<file path="config.mk">
export PLATFORM = sky130hd
export DESIGN_NAME = rbs_subtractor
export DESIGN_NICKNAME = d
export VERILOG_FILES = /design/src/rtl/rbs_subtractor.sv
export SDC_FILE = /design/constraint.sdc
export NUM_CORES = 1
export LEC_CHECK = 0
export ABC_AREA = 1
export BUFFER_PORTS_ARGS = -buffer_cell sky130_fd_sc_hd__buf_2
export CORE_AREA = 2 2 104 106
export DETAILED_ROUTE_END_ITERATION = 10
export DIE_AREA = 0 0 106 108
export GPL_TIMING_DRIVEN = 0
export PLACE_DENSITY = 0.83
export SYNTH_ARGS = -nofsm -noshare
export SYNTH_HDL_FRONTEND = slang
export SYNTH_SLANG_ARGS = --single-unit
</file>
<file path="constraint.sdc">
create_clock -name clk -period 8.8 [get_ports clk]
set_input_delay 1.76 -clock clk [delete_from_list [all_inputs] [get_ports clk]]
set_output_delay 1.76 -clock clk [all_outputs]
set_load 0.01 [all_outputs]
</file>
<file path="src/rtl/rbs_subtractor.sv">
// rbs_subtractor: sequential ripple-borrow subtractor.
// Computes (a - b) mod 2^WIDTH one DATA_WIDTH-bit digit per clock, LSB first,
// carrying the borrow between digits. out_sub_result/out_borrow update only
// when the last digit completes and hold their value otherwise.
//
// Handshake: in_start is sampled on any rising edge where the block is not in
// RUN (IDLE or DONE); that edge captures the operands and begins the operation.
// out_busy is high for exactly N = WIDTH/DATA_WIDTH cycles. out_done pulses
// for one cycle on the cycle the new result becomes visible. A start held
// during the DONE cycle is accepted back-to-back.
module rbs_subtractor #(
  parameter int WIDTH      = 32,
  parameter int DATA_WIDTH = 4
) (
  input  logic             clk,
  input  logic             reset,
  input  logic             in_start,
  input  logic [WIDTH-1:0] in_sub_a,
  input  logic [WIDTH-1:0] in_sub_b,
  output logic             out_busy,
  output logic             out_done,
  output logic [WIDTH-1:0] out_sub_result,
  output logic             out_borrow,
  output logic [1:0]       dbg_state
);

  localparam int N  = WIDTH / DATA_WIDTH;
  localparam int CW = (N > 1) ? $clog2(N) : 1;
  localparam logic [CW-1:0] LAST_DIGIT = CW'(N - 1);

  typedef enum logic [1:0] {
    IDLE = 2'd0,
    RUN  = 2'd1,
    DONE = 2'd2
  } state_t;

  state_t                state;
  state_t                state_nx;
  logic [WIDTH-1:0]      a_q;
  logic [WIDTH-1:0]      b_q;
  logic [WIDTH-1:0]      res_q;
  logic [WIDTH-1:0]      res_nx;
  logic                  borrow_q;
  logic [CW-1:0]         cnt;
  logic [DATA_WIDTH-1:0] a_dig;
  logic [DATA_WIDTH-1:0] b_dig;
  logic [DATA_WIDTH:0]   diff;
  logic                  accept;
  logic                  last;

  assign accept    = in_start && (state != RUN);
  assign last      = (cnt == LAST_DIGIT);
  assign out_busy  = (state == RUN);
  assign out_done  = (state == DONE);
  assign dbg_state = state;

  // Current digit step: DATA_WIDTH+1-bit difference whose top bit is the new borrow.
  always_comb begin
    a_dig  = a_q[cnt*DATA_WIDTH +: DATA_WIDTH];
    b_dig  = b_q[cnt*DATA_WIDTH +: DATA_WIDTH];
    diff   = {1'b0, a_dig} - {1'b0, b_dig} - {{DATA_WIDTH{1'b0}}, borrow_q};
    res_nx = res_q;
    res_nx[cnt*DATA_WIDTH +: DATA_WIDTH] = diff[DATA_WIDTH-1:0];
  end

  // Next-state logic.
  always_comb begin
    state_nx = state;
    case (state)
      IDLE:    if (in_start) state_nx = RUN;
      RUN:     if (last) state_nx = DONE;
      DONE:    state_nx = in_start ? RUN : IDLE;
      default: state_nx = IDLE;
    endcase
  end

  // State register.
  always_ff @(posedge clk) begin
    if (reset) state <= IDLE;
    else       state <= state_nx;
  end

  // Operand capture, digit ripple and result publication.
  always_ff @(posedge clk) begin
    if (reset) begin
      a_q            <= '0;
      b_q            <= '0;
      res_q          <= '0;
      borrow_q       <= 1'b0;
      cnt            <= '0;
      out_sub_result <= '0;
      out_borrow     <= 1'b0;
    end else if (accept) begin
      a_q      <= in_sub_a;
      b_q      <= in_sub_b;
      res_q    <= '0;
      borrow_q <= 1'b0;
      cnt      <= '0;
    end else if (state == RUN) begin
      res_q    <= res_nx;
      borrow_q <= diff[DATA_WIDTH];
      cnt      <= cnt + 1'b1;
      if (last) begin
        out_sub_result <= res_nx;
        out_borrow     <= diff[DATA_WIDTH];
      end
    end
  end

endmodule

</file>
======== Word-level counts from Yosys, hierarchy flattened ========
Index checks and enable logic that the tools add are counted.
word-level totals
  output and inout port bits .............. 37
  input bits .............................. 67
  flip-flop bits (word level) ............. 135
operators by class
  reductions and logical operators ........ 5
  shift-type cells ........................ 4
  bitwise logic cells ..................... 1
  $add $sub $neg .......................... 4
  eq/ne operators ......................... 6
  multiplexer cells ....................... 5
operators by type and width
  cell                                                                      number
  32-bit by 6-bit indexed part select with 4-bit output                     2
  5-bit negator with 34-bit output                                          1
  4-bit by 34-bit variable shift with 32-bit output (first input constant)  1
  4-bit by 34-bit indexed part select with 32-bit output                    1
  32-bit bitwise mux                                                        1
  2-bit one-hot mux with 3 select lines                                     1
  4-bit by 4-bit subtractor with 5-bit output                               1
  5-bit by 1-bit subtractor with 5-bit output                               1
  2-bit two-way mux                                                         2
  2-bit by 1-bit != test with 1-bit output (second input constant)          2
  3-bit by 1-bit adder with 3-bit output (second input constant)            1
  3-bit equality test (second input constant)                               1
  3-bit AND reduction                                                       1
  2-bit by 1-bit equality test with 1-bit output (second input constant)    1
  2-bit equality test (second input constant)                               1
  2-bit zero test                                                           1
  2-bit != test (second input constant)                                     1
  2-bit AND reduction                                                       1
  2-bit OR reduction                                                        1
  1-bit logical AND                                                         1
  1-bit two-way mux                                                         1
  1-bit NOT                                                                 1

======== Logic depth before layout (Yosys ltp) ========
  depth in word-level cells ............... 5
  depth in mapped cells ................... 16

======== Worst setup path before layout ========
Ideal clock, no wire load.
  path type ............................... register -> register
  from .................................... register cnt[0]
  to ...................................... register res_q[22]
  data arrival time ....................... 2.804 ns
  path buffers ............................ 2
  setup time .............................. 0.071 ns
  required time ........................... 8.729 ns
  clock period less this slack ............ 2.875 ns
  setup slack ............................. 5.925 ns
  cell stages (with the launch flop) ...... 14
  path through ............................ dfxtp_1 buf_2 buf_2 o21ai_0 o221ai_1 o21ai_0 fa_1 fa_1 xnor2_1 nor2_1 nand3_1 nand2_1 o21ai_0 a21oi_1
between the ends
  longest elaborated chain between the ends .. 5
  elaborated cells between the ends (all ways) .. 8
ends and longest elaborated chain
  what                                                                      line    RTL
  start, declared                                                           44      logic [CW-1:0] cnt;
  start signal, assigned                                                    102     cnt <= cnt + 1'b1;
  32-bit by 6-bit indexed part select with 4-bit output (on tied branches)  59, 60
  4-bit by 4-bit subtractor with 5-bit output                               61      diff = {1'b0, a_dig} - {1'b0, b_dig} - {{DATA_WIDTH{1'b0}}, borrow_q};
  5-bit by 1-bit subtractor with 5-bit output                               61
  4-bit by 34-bit indexed part select with 32-bit output                    63      res_nx[cnt*DATA_WIDTH +: DATA_WIDTH] = diff[DATA_WIDTH-1:0];
  32-bit bitwise mux *                                                      63
  end signal, assigned                                                      100     res_q <= res_nx;
  end, declared                                                             41      logic [WIDTH-1:0] res_q;
Mark *: on every way between the ends. The rest lies on a longest branch, timed or not.
A chain may end at the register's enable or synchronous reset.

======== Final worst setup path ========
  from .................................... register cnt[1]
  to ...................................... register res_q[14]
Same word-level chain as after synthesis.

==> summary.md <==
| Metric | Value |
|---|---|
| Status | finished, final reports clean |
| Die area | 11400 sq um |
| Flop2flop setup slack | 4990 ps |
| Vias in the first global route | 5593 |
| Crit-path max FO | 11 |
| GP Congestion | 0.850 |
| Clock-pin slew on the worst setup and hold paths | 60 ps |
| Global-route wire length before repair | 26800 um |
| Worst setup SP type | flop |
| Synthesized flop and latch total | 135 |
| Highest attainable clock frequency | 0.263 GHz |
| Routed via count | 6062 |
| CTS Buf Count | 17 |
| Antenna Cells | 0 |
| Avg Vias per Cell | 5.46 |
| Maximum VDD drop | 0.000121 V |
| CP Buf/Inv Count | 3 |
| Initial DRT Pass Iterations | 6 |
| Clk Latency, worst-skew pair | 530 ps |
| Longest Clk Path Bufs | 2 |
| Syn Area/Cell | 7.25 sq um |
| Critical path class | reg -> reg |
| Most used cell, CP | o21ai_0 |
| Final HPWL DP | 11400 um |
| Worst Hold Launch | out_borrow |
| Worst Hold End | out_borrow |
| Hold slack | 470 ps |
| CTS tree | yes |
| Slowest CP cell | clkbuf_1 |
| Fillers | 838 |
| Synthesis warning total | 0 |
| Core area | 10200 sq um |
| Post-CTS setup buffer count | 0 |
| Max incr delay on CP | 550 ps |
| Rows | 37 |
| Reg-to-Reg Start | cnt[1] |
| Final period utilization | 0.433 |
| Final Instance Area | 7350 sq um |
| Static Leak | 3.42 nW |
| Top cells by area, synth | dfxtp_1 44%, o21ai_0 14%, nor2_1 12% |
| Final WL | 16300 um |
| Synth-to-layout area growth | 20.7% |
| FF-to-FF path depth | 14 |
| Delay-heaviest family, CP | adder cells |
| Final Critical Period | 3810 ps |
| Distinct cells, synth | 38 |
| Biggest area consumer among synthesized cells | dfxtp_1 |
| Syn Nets | 919 |
| Largest net degree at the start of global routing | 17 |
| Setup TNS | 0 ps |
| Post-Syn Area | 6090 sq um |
| Critical-path cell list | buf_4, inv_2, clkbuf_1, o21ai_0, o221ai_1, o21ai_0, fa_1, fa_1, xnor2_1, nor2_1, nand3_1, nand2_1, o21ai_0, a21oi_1 |
| H-tree Lvls | 4 |
| Initial Utilization | 0.595 |
| Drt wl/cell | 14.7 um |
| Top cell type's share of synthesized area | 0.444 |
| Area after DPL | 6770 sq um |
| Share of cells above drive strength 1 | 0.182 |
| Register area share after synthesis | 0.444 |
| DR iter-0 viols | 468 |
| Clock Skew | 11.2 ps |
| NumNets Final | 1041 |
| Die Width | 106 um |
| Number of hold buffers added after CTS | 0 |
| Final hold violations | 0 |
| WP data required | 9260 ps |
| Root Driver | clkbuf_8 |
| Pins over their slew limit | 0 |
| Max cap viols | 0 |
| Total GRT Usage | 0.296 |
| HP Class | reg -> reg |
| RSZ-0062 raised after global routing | no |
| Post-CTS sizing | 0 |
| Port bufs | 103 |
| Setup Viol. Count Final | 0 |
| Synth Instances | 839 |
| # DRC | 0 |
| Power, Total | 1.58 mW |
| Pwr per Cell Area | 215 nW/um^2 |
| Post-route antenna net violation count | 0 |
| GRT overflow | 0 |
| FF-to-FF End | res_q[14] |
| Num ports | 104 |
| Initial antenna violation count | 0 |
| Clock sink count | 135 |
| Worst hold path cell count | 2 |
| Measured slew at the worst slew-check pin | 685 ps |
| Die Span Y | 108 um |
| Worst Setup End Kind | flop |
| Slew Limit Headroom | 0.543 |
| CP arrival | 4260 ps |
-- stage by stage --
step           worst slack (ps)  std cells  utilization
6_report                   4990       1110        0.718
5_1_grt                    4680       1110        0.718
4_1_cts                    5120       1110        0.718
3_5_place_dp               5140       1078        0.662
3_3_place_gp               5190       1078        0.662
2_1_floorplan              5930        839            -
-- placed cells by master, fill, tap and decap left out, types with 19 or more instances in the layout --
cell type    n
buf_2      117
o21bai_1    19
nand2_1     61
dfxtp_1    135
clkbuf_1    33
nor2_1     187
o21ai_0    167
inv_1       76
a21oi_1     51
-- flip-flops by register name (all words and copies together), names as in the netlist --
signal and cells:
a_q 32, b_q 32, out_sub_result 32, res_q 32, cnt 3, dbg_state 2, borrow_q 1, out_borrow 1
-- per-layer routing --
| layer | vias to the layer above | part of all wire | track usage |
|---|---|---|---|
| li1 | 2985 | - | - |
| met3 | 32 | 0.086 | 0.0627 |
| met1 | 2764 | 0.44 | 0.399 |
| met4 | 0 | 0.018 | 0.101 |
| met5 | - | 0 | 0 |
| met2 | 281 | 0.46 | 0.478 |
-- cells by family (layout without fill, tap and decap cells) --
group | count (synthesis) | in the layout | share of synthesized area
buffers and inverters | 139 | 274 | 0.0909
and+or+nand+nor | 280 | 280 | 0.197
AOI/OAI and AO/OA | 270 | 270 | 0.236
DFF | 135 | 135 | 0.444
xor gates and xnor gates | 2 | 2 | 0.00288
adders and majority gates | 13 | 13 | 0.0292
-- report_power, final --
group          switching (mW)  total, mW  leakage [nW]  internal, mW
Sequential             0.0176      0.663          1.11         0.646
Combinational           0.143      0.219          2.04        0.0755
Clock                   0.283      0.697         0.276         0.414
Total                   0.444       1.58          3.42          1.14
-- cell usage after synthesis (all sizes together) --
| library cell | n |
|---|---|
| nor2 | 189 |
| o21ai | 183 |
| dfxtp | 135 |
| inv | 84 |
| nand2 | 63 |
| a21oi | 51 |
| clkbuf | 32 |
| buf | 22 |
| o21bai | 19 |
| nand3 | 14 |
| ha | 11 |
| o22ai | 7 |
| nor3 | 6 |
| o221ai | 4 |
| or2 | 4 |
| a31oi | 3 |
| nand4 | 3 |
| fa | 2 |
| o211ai | 2 |
| clkinv | 1 |
| nor4 | 1 |
| o21a | 1 |
| xnor2 | 1 |
| xor2 | 1 |
-- worst min-delay path, stage by stage (launching register included) --
cell and delay (ps):
dfxtp_1 310, nand2_1 60, a21oi_1 60
-- layout make-up --
type	instances	area, sq um	share of cell area
Timing Repair Buffer	103	515	0.0702
Buffer	54	231	0.0315
Tap cell	136	170	0.0232
Sequential cell	135	2700	0.368
Clock buffer	19	432	0.0587
Inverter	85	322	0.0438
Clock inverter	13	145	0.0198
Multi-Input combinational cell	565	2830	0.385
-- how the worst max path moves through the flow --
stage	from	end	slack [ps]	cells past startpoint
detailed placement	cnt[1]	res_q[6]	5140	14
CTS	cnt[1]	out_sub_result[14]	5120	14
global placement	cnt[1]	out_sub_result[14]	5190	14
finish	cnt[1]	res_q[14]	4990	14
global route	cnt[1]	res_q[6]	4680	14
floorplan	cnt[0]	res_q[22]	5930	13
Note: power is estimated with default switching activity, not from simulation.
